--- src/rtl/instr_trace_sched_pkg.sv ---
// Shared types and constants for the instruction trace scheduler.
// Latency: n/a (declarations only).
// Backpressure: n/a.
package instr_trace_sched_pkg;

  typedef enum logic [0:0] {
    ST_IDLE   = 1'b0,
    ST_DECODE = 1'b1
  } state_t;

  localparam logic [31:0] NOP_INSTR   = 32'h0000_0013;
  localparam int          TRACE_STR_W = 256;
  localparam int          SEQ_W       = 16;

  // Saturating 16-bit increment, used by the drop counter.
  function automatic logic [15:0] sat_inc16(input logic [15:0] v);
    return (v == 16'hFFFF) ? v : v + 16'd1;
  endfunction

endpackage

--- src/rtl/instr_trace_sched_trace_fifo.sv ---
// Generic DEPTH-entry synchronous FIFO with count/full/empty flags.
// Latency: a pushed entry is visible at dout_o the cycle after the push.
// Backpressure: push when full and pop when empty are ignored; head reads as zero when empty.
module trace_fifo #(
  parameter int W     = 8,
  parameter int DEPTH = 4
) (
  input  logic                     clk,
  input  logic                     rst_n,
  input  logic                     push_i,
  input  logic [W-1:0]             din_i,
  input  logic                     pop_i,
  output logic [W-1:0]             dout_o,
  output logic                     full_o,
  output logic                     empty_o,
  output logic [$clog2(DEPTH):0]   count_o
);

  localparam int AW = $clog2(DEPTH);

  logic [W-1:0]  mem_q [DEPTH];
  logic [AW-1:0] wr_ptr_q, rd_ptr_q;
  logic [AW:0]   count_q;
  logic          do_push, do_pop;

  assign full_o  = (count_q == (AW+1)'(DEPTH));
  assign empty_o = (count_q == '0);
  assign count_o = count_q;
  assign do_push = push_i && !full_o;
  assign do_pop  = pop_i && !empty_o;
  assign dout_o  = empty_o ? '0 : mem_q[rd_ptr_q];

  // Storage array: written on accepted push, no reset needed since the head is gated by empty.
  always_ff @(posedge clk) begin
    if (do_push) begin
      mem_q[wr_ptr_q] <= din_i;
    end
  end

  // Pointers and occupancy; simultaneous push and pop leaves the count unchanged.
  always_ff @(posedge clk or negedge rst_n) begin
    if (!rst_n) begin
      wr_ptr_q <= '0;
      rd_ptr_q <= '0;
      count_q  <= '0;
    end else begin
      if (do_push) wr_ptr_q <= wr_ptr_q + 1'b1;
      if (do_pop)  rd_ptr_q <= rd_ptr_q + 1'b1;
      case ({do_push, do_pop})
        2'b10:   count_q <= count_q + 1'b1;
        2'b01:   count_q <= count_q - 1'b1;
        default: count_q <= count_q;
      endcase
    end
  end

endmodule

--- src/rtl/instr_trace_sched.sv ---
// Round-robin scheduler sharing one disassembly decoder; decoded strings buffered for a trace port.
// Latency: grant in cycle N, dec_instr valid N+1, trace entry visible N+2 from an empty FIFO.
// Backpressure: full FIFO withholds req_ready; with TRACE_DROP_EN full-FIFO requests are granted and dropped.
module instr_trace_sched
  import instr_trace_sched_pkg::*;
#(
  parameter int NREQ  = 4,
  parameter int SRCW  = 2,
  parameter int DEPTH = 4
) (
  input  logic                    clk,
  input  logic                    rst_n,
  input  logic [NREQ-1:0]         req_valid,
  input  logic [32*NREQ-1:0]      req_instr,
  output logic [NREQ-1:0]         req_ready,
  output logic [31:0]             dec_instr,
  input  logic [TRACE_STR_W-1:0]  dec_str,
  output logic                    trace_valid,
  input  logic                    trace_ready,
  output logic [TRACE_STR_W-1:0]  trace_str,
  output logic [SRCW-1:0]         trace_src,
  output logic [SEQ_W-1:0]        trace_seq,
  output logic [15:0]             drop_cnt
);

  localparam int ENTRY_W = TRACE_STR_W + SRCW + SEQ_W;
  localparam int CNTW    = $clog2(DEPTH) + 1;
`ifdef TRACE_DROP_EN
  localparam bit DROP_EN = 1'b1;
`else
  localparam bit DROP_EN = 1'b0;
`endif

  state_t            state_q, state_d;
  logic [SRCW-1:0]   rr_ptr_q, rr_ptr_d;
  logic [SRCW-1:0]   src_q, src_d;
  logic [SEQ_W-1:0]  seq_q, seq_d;
  logic [31:0]       dec_instr_q, dec_instr_d;

  logic [31:0]       instr_arr [NREQ];
  logic              gnt_found;
  logic [SRCW-1:0]   gnt_idx, cand_idx, rr_next;

  logic              fifo_push, fifo_pop, fifo_full, fifo_empty;
  logic [CNTW-1:0]   fifo_count;
  logic [ENTRY_W-1:0] fifo_dout;

  for (genvar i = 0; i < NREQ; i++) begin : g_instr
    assign instr_arr[i] = req_instr[32*i +: 32];
  end

  // Pick the first valid requester at or after rr_ptr, wrapping NREQ-1 to 0.
  always_comb begin
    gnt_found = 1'b0;
    gnt_idx   = '0;
    cand_idx  = '0;
    for (int k = 0; k < NREQ; k++) begin
      cand_idx = SRCW'((int'(rr_ptr_q) + k) % NREQ);
      if (!gnt_found && req_valid[cand_idx]) begin
        gnt_found = 1'b1;
        gnt_idx   = cand_idx;
      end
    end
  end

  assign rr_next = (gnt_idx == SRCW'(NREQ-1)) ? '0 : gnt_idx + 1'b1;

  // FSM next state, grant pulse and datapath next values; the full check happens only in IDLE.
  always_comb begin
    state_d     = state_q;
    rr_ptr_d    = rr_ptr_q;
    src_d       = src_q;
    seq_d       = seq_q;
    dec_instr_d = dec_instr_q;
    req_ready   = '0;
    fifo_push   = 1'b0;
    case (state_q)
      ST_IDLE: begin
        if (gnt_found && (!fifo_full || DROP_EN)) begin
          req_ready[gnt_idx] = 1'b1;
          rr_ptr_d           = rr_next;
          if (fifo_full) begin
            // Dropped request still consumes a sequence number so the gap shows downstream.
            seq_d = seq_q + 16'd1;
          end else begin
            state_d     = ST_DECODE;
            dec_instr_d = instr_arr[gnt_idx];
            src_d       = gnt_idx;
          end
        end
      end
      ST_DECODE: begin
        fifo_push = 1'b1;
        seq_d     = seq_q + 16'd1;
        state_d   = ST_IDLE;
      end
      default: state_d = ST_IDLE;
    endcase
  end

  // State and datapath registers; reset discards any in-flight decode.
  always_ff @(posedge clk or negedge rst_n) begin
    if (!rst_n) begin
      state_q     <= ST_IDLE;
      rr_ptr_q    <= '0;
      src_q       <= '0;
      seq_q       <= '0;
      dec_instr_q <= NOP_INSTR;
    end else begin
      state_q     <= state_d;
      rr_ptr_q    <= rr_ptr_d;
      src_q       <= src_d;
      seq_q       <= seq_d;
      dec_instr_q <= dec_instr_d;
    end
  end

  assign dec_instr = dec_instr_q;

`ifdef TRACE_DROP_EN
  logic [15:0] drop_cnt_q;

  // Count requests granted while the FIFO was full, saturating at 0xFFFF.
  always_ff @(posedge clk or negedge rst_n) begin
    if (!rst_n) begin
      drop_cnt_q <= '0;
    end else if (state_q == ST_IDLE && gnt_found && fifo_full) begin
      drop_cnt_q <= sat_inc16(drop_cnt_q);
    end
  end

  assign drop_cnt = drop_cnt_q;
`else
  assign drop_cnt = '0;
`endif

  assign fifo_pop    = trace_ready && !fifo_empty;
  assign trace_valid = (fifo_count != '0);

  trace_fifo #(
    .W     (ENTRY_W),
    .DEPTH (DEPTH)
  ) u_fifo (
    .clk     (clk),
    .rst_n   (rst_n),
    .push_i  (fifo_push),
    .din_i   ({dec_str, src_q, seq_q}),
    .pop_i   (fifo_pop),
    .dout_o  (fifo_dout),
    .full_o  (fifo_full),
    .empty_o (fifo_empty),
    .count_o (fifo_count)
  );

  assign {trace_str, trace_src, trace_seq} = fifo_dout;

endmodule

--- config.mk ---
export PLATFORM = sky130hd
export DESIGN_NAME = instr_trace_sched
export DESIGN_NICKNAME = d
export VERILOG_FILES = /design/src/rtl/instr_trace_sched_pkg.sv /design/src/rtl/instr_trace_sched_trace_fifo.sv /design/src/rtl/instr_trace_sched.sv
export SDC_FILE = /design/constraint.sdc
export NUM_CORES = 1
export LEC_CHECK = 0
export BUFFER_PORTS_ARGS = -buffer_cell sky130_fd_sc_hd__buf_4
export CAP_MARGIN = 25
export CORE_UTILIZATION = 57
export CTS_BUF_LIST = sky130_fd_sc_hd__clkbuf_16
export CTS_CLUSTER_SIZE = 24
export DETAILED_ROUTE_END_ITERATION = 7
export GPL_ROUTABILITY_DRIVEN = 0
export PLACE_DENSITY = 0.77
export SLEW_MARGIN = 40
export SYNTH_ARGS = -nofsm -noshare
export SYNTH_HDL_FRONTEND = slang
export SYNTH_HIERARCHICAL = 1
export SYNTH_SLANG_ARGS = --single-unit
--- constraint.sdc ---
create_clock -name clk -period 9.4 [get_ports clk]
set_input_delay 0.94 -clock clk [delete_from_list [all_inputs] [get_ports clk]]
set_output_delay 0.94 -clock clk [all_outputs]
set_load 0.05 [all_outputs]
==> impl_metrics.json <==
{
  "die_x_um": 284.0,
  "grt_start_max_net_pins": 112,
  "cts_hold_buf": 0,
  "place_hpwl_um": 66070,
  "firstDrtPassIters": 5,
  "drt-vias-per-instance": 5.841,
  "synth_area_um2": 45320,
  "area_delta_synth_final_pct": 22.44,
  "fillCellCount": 4739,
  "drtAntennaViolNets": 0,
  "arrival_ns": 3.72,
  "wirelength_um": 105600,
  "cts_tree": "done",
  "die_h_um": 284.0,
  "seq_area_frac_synth_pct": 75.94,
  "synth_top_area_share_pct": 72.62,
  "first_iter_violations": 1847,
  "via_count": 23380,
  "grt_pass1_vias": 24800,
  "cts_root_buffer": "clkbuf_16",
  "synth_top_cell_by_area": "edfxtp_1",
  "avgRoutedWirePerCell_um": 26.38,
  "setup_tns_ns": 0,
  "yosysUniqueCellTypes": 41,
  "period_needed_ns": 4.658,
  "rsz0062_at_grt": "no",
  "drcViolationCount": 0,
  "grt_pass1_wl_um": 155900,
  "setup_violations": 0,
  "syn_inst": 2119,
  "slew_violations": 0,
  "nNetsFinal": 3239,
  "rows": 103,
  "drive_above_1_share_pct": 41.96,
  "portBuffers": 701,
  "pin_count": 718,
  "worst_pin_slew_ns": 0.8148,
  "clk_latency_ns": 0.68,
  "fp.dieArea_um2": 80640,
  "critPathKind": "register to output pin",
  "grtUsageTotal_pct": 26.13,
  "cp.required_ns": 8.46,
  "clockBufferDepth": 3,
  "post_cts_resized": 0,
  "synthFlopType": "edfxtp_1",
  "syn_area_per_cell_um2": 21.39,
  "cts-htree-levels": 3,
  "fmax_ghz": 0.2147,
  "post_cts.repair.setup_buffers": 0,
  "path_clk_slew_ns": 0.07,
  "antenna_found_initial": 23,
  "max_slew_margin_pct": 45.68,
  "cts_buffers": 111,
  "critPathCaptureType": "output pin",
  "fin_crit_sh_pct": 49.55,
  "ys_ff_latch": 1156,
  "ys_top_cells_by_area": "edfxtp_1 (73%), mux4_2 (14%), and2_1 (3.9%)",
  "crit_path_start_kind": "register",
  "cp_max_fo": 34,
  "finClkSkew_ns": 0.04519,
  "ys_async_sr_fraction_pct": 5.190,
  "initial_core_util_pct": 57.46,
  "yosysWarnings": 6,
  "overflow": 0,
  "cts_sinks": 1156,
  "status": "finished, final reports clean",
  "hp-class": "input pin to async pin",
  "hold_violations": 0,
  "maxCapViolCount": 0,
  "synth_edf_count": 1096,
  "core_area_um2": 78870
}
## per-stage QoR
step	utilization, %	setup slack (ns)	std cells	cell area, um^2	hold WS (ns)
2_1_floorplan	-	1.634	2134	45370	0.4624
3_3_place_gp	65.08	4.803	3763	51330	0.4840
3_5_place_dp	65.51	5.117	3775	51660	0.5019
4_1_cts	70.23	4.346	3984	55390	0.3459
5_1_grt	70.36	4.461	4002	55490	0.2860
6_report	70.36	4.742	4002	55490	0.2609
## kinds of logic (layout without fill, tap and decap cells)
| family | after synthesis | count (layout) | share of synthesized area, % |
|---|---|---|---|
| adders and majority gates | 8 | 8 | 0.2374 |
| xor gates and xnor gates | 21 | 21 | 0.4059 |
| AOI/OAI and AO/OA | 106 | 106 | 1.737 |
| and+or+nand+nor | 364 | 364 | 4.906 |
| muxes | 309 | 309 | 14.71 |
| buffers and inverters | 154 | 956 | 2.054 |
| DFF | 1156 | 1156 | 75.94 |
| other | 1 | 32 | 0.008275 |
## final timing paths
kind | endpoint | slack (ns) | cells after the start | from
hold / removal | dec_instr[31] | 0.26 | 1 | rst_n
hold reg to reg | dec_instr[26] | 0.52 | 1 | dec_instr[26]
setup / recovery | trace_str[131] | 4.74 | 6 | u_fifo/rd_ptr_q[0]
max in group asynchronous | u_fifo/rd_ptr_q[0] | 8.68 | 1 | rst_n
setup reg to reg | dec_instr[24] | 6.40 | 7 | u_fifo/count_o[0]
min in group clk | u_fifo/mem_q[2][133] | 0.47 | 1 | dec_str[115]
## sequential cells by signal, summed over array words and instances (netlist names)
signal,flops
dec_instr,32
rr_ptr_q,2
seq_q,16
src_q,2
state_q,1
u_fifo/count_o,3
u_fifo/mem_q,1096
u_fifo/rd_ptr_q,2
u_fifo/wr_ptr_q,2
## worst max-delay path: stages (launching register included)
cell,delay [ns]
dfrtp_4,0.59
buf_12,0.27
buf_4,0.47
buf_4,0.67
mux4_2,0.62
and2_1,0.19
buf_4,0.19
## Yosys cell counts (2+ instances only)
cell type,n
xor2_1,9
mux2_4,27
or2_2,2
or3_1,3
dfstp_2,3
buf_1,7
a211o_1,2
nand2b_1,2
clkbuf_1,52
buf_8,2
nand4_1,36
nor2_1,14
edfxtp_1,1096
buf_2,36
dfrtp_1,57
xnor2_1,12
buf_6,30
nor2b_1,2
mux2_2,7
mux4_2,274
inv_1,11
nand2_1,12
nor3b_1,2
a221o_1,32
a21oi_1,36
and2_1,280
nand3_1,5
nor3_1,3
buf_4,16
o31ai_1,32
ha_1,7
## final cells by class
class | instances | area (um^2) | area share (%)
Antenna cell | 16 | 40.04 | 0.07215
Clock buffer | 117 | 2928 | 5.276
Clock inverter | 92 | 802.0 | 1.445
Inverter | 11 | 41.29 | 0.07441
Multi-Input combinational cell | 824 | 10070 | 18.15
Sequential cell | 1156 | 34420 | 62.04
Tap cell | 1050 | 1314 | 2.368
Timing Repair Buffer | 736 | 5869 | 10.58
## layout by cell type (no fill, tap or decap), types with 8 or more instances in the layout
cell type / netlist / final
edfxtp_1: 1096 / 1096
buf_4: 16 / 707
and2_1: 280 / 276
mux4_2: 274 / 274
clkbuf_16: 0 / 117
dfrtp_1: 57 / 55
nand4_1: 36 / 36
a21oi_1: 36 / 35
inv_1: 11 / 33
o31ai_1: 32 / 32
a221o_1: 32 / 32
mux2_4: 27 / 27
clkinv_1: 0 / 19
clkinv_2: 0 / 17
diode_2: 0 / 16
conb_1: 1 / 16
nand2_1: 12 / 12
nor2_1: 14 / 12
xnor2_1: 12 / 12
buf_12: 0 / 12
bufinv_16: 0 / 10
clkinvlp_4: 0 / 10
xor2_1: 9 / 9
buf_6: 30 / 9
buf_16: 0 / 8
## per-layer routing
metal  GRT usage, %  share of wire, %
met5              0             0.084
met2          44.31                53
met3          6.744               8.0
met4          12.31               4.5
met1          31.44                35
Power is left out: the tool's default activity adds up to more than one toggle a clock period on the data nets, which glitch-free logic cannot reach.
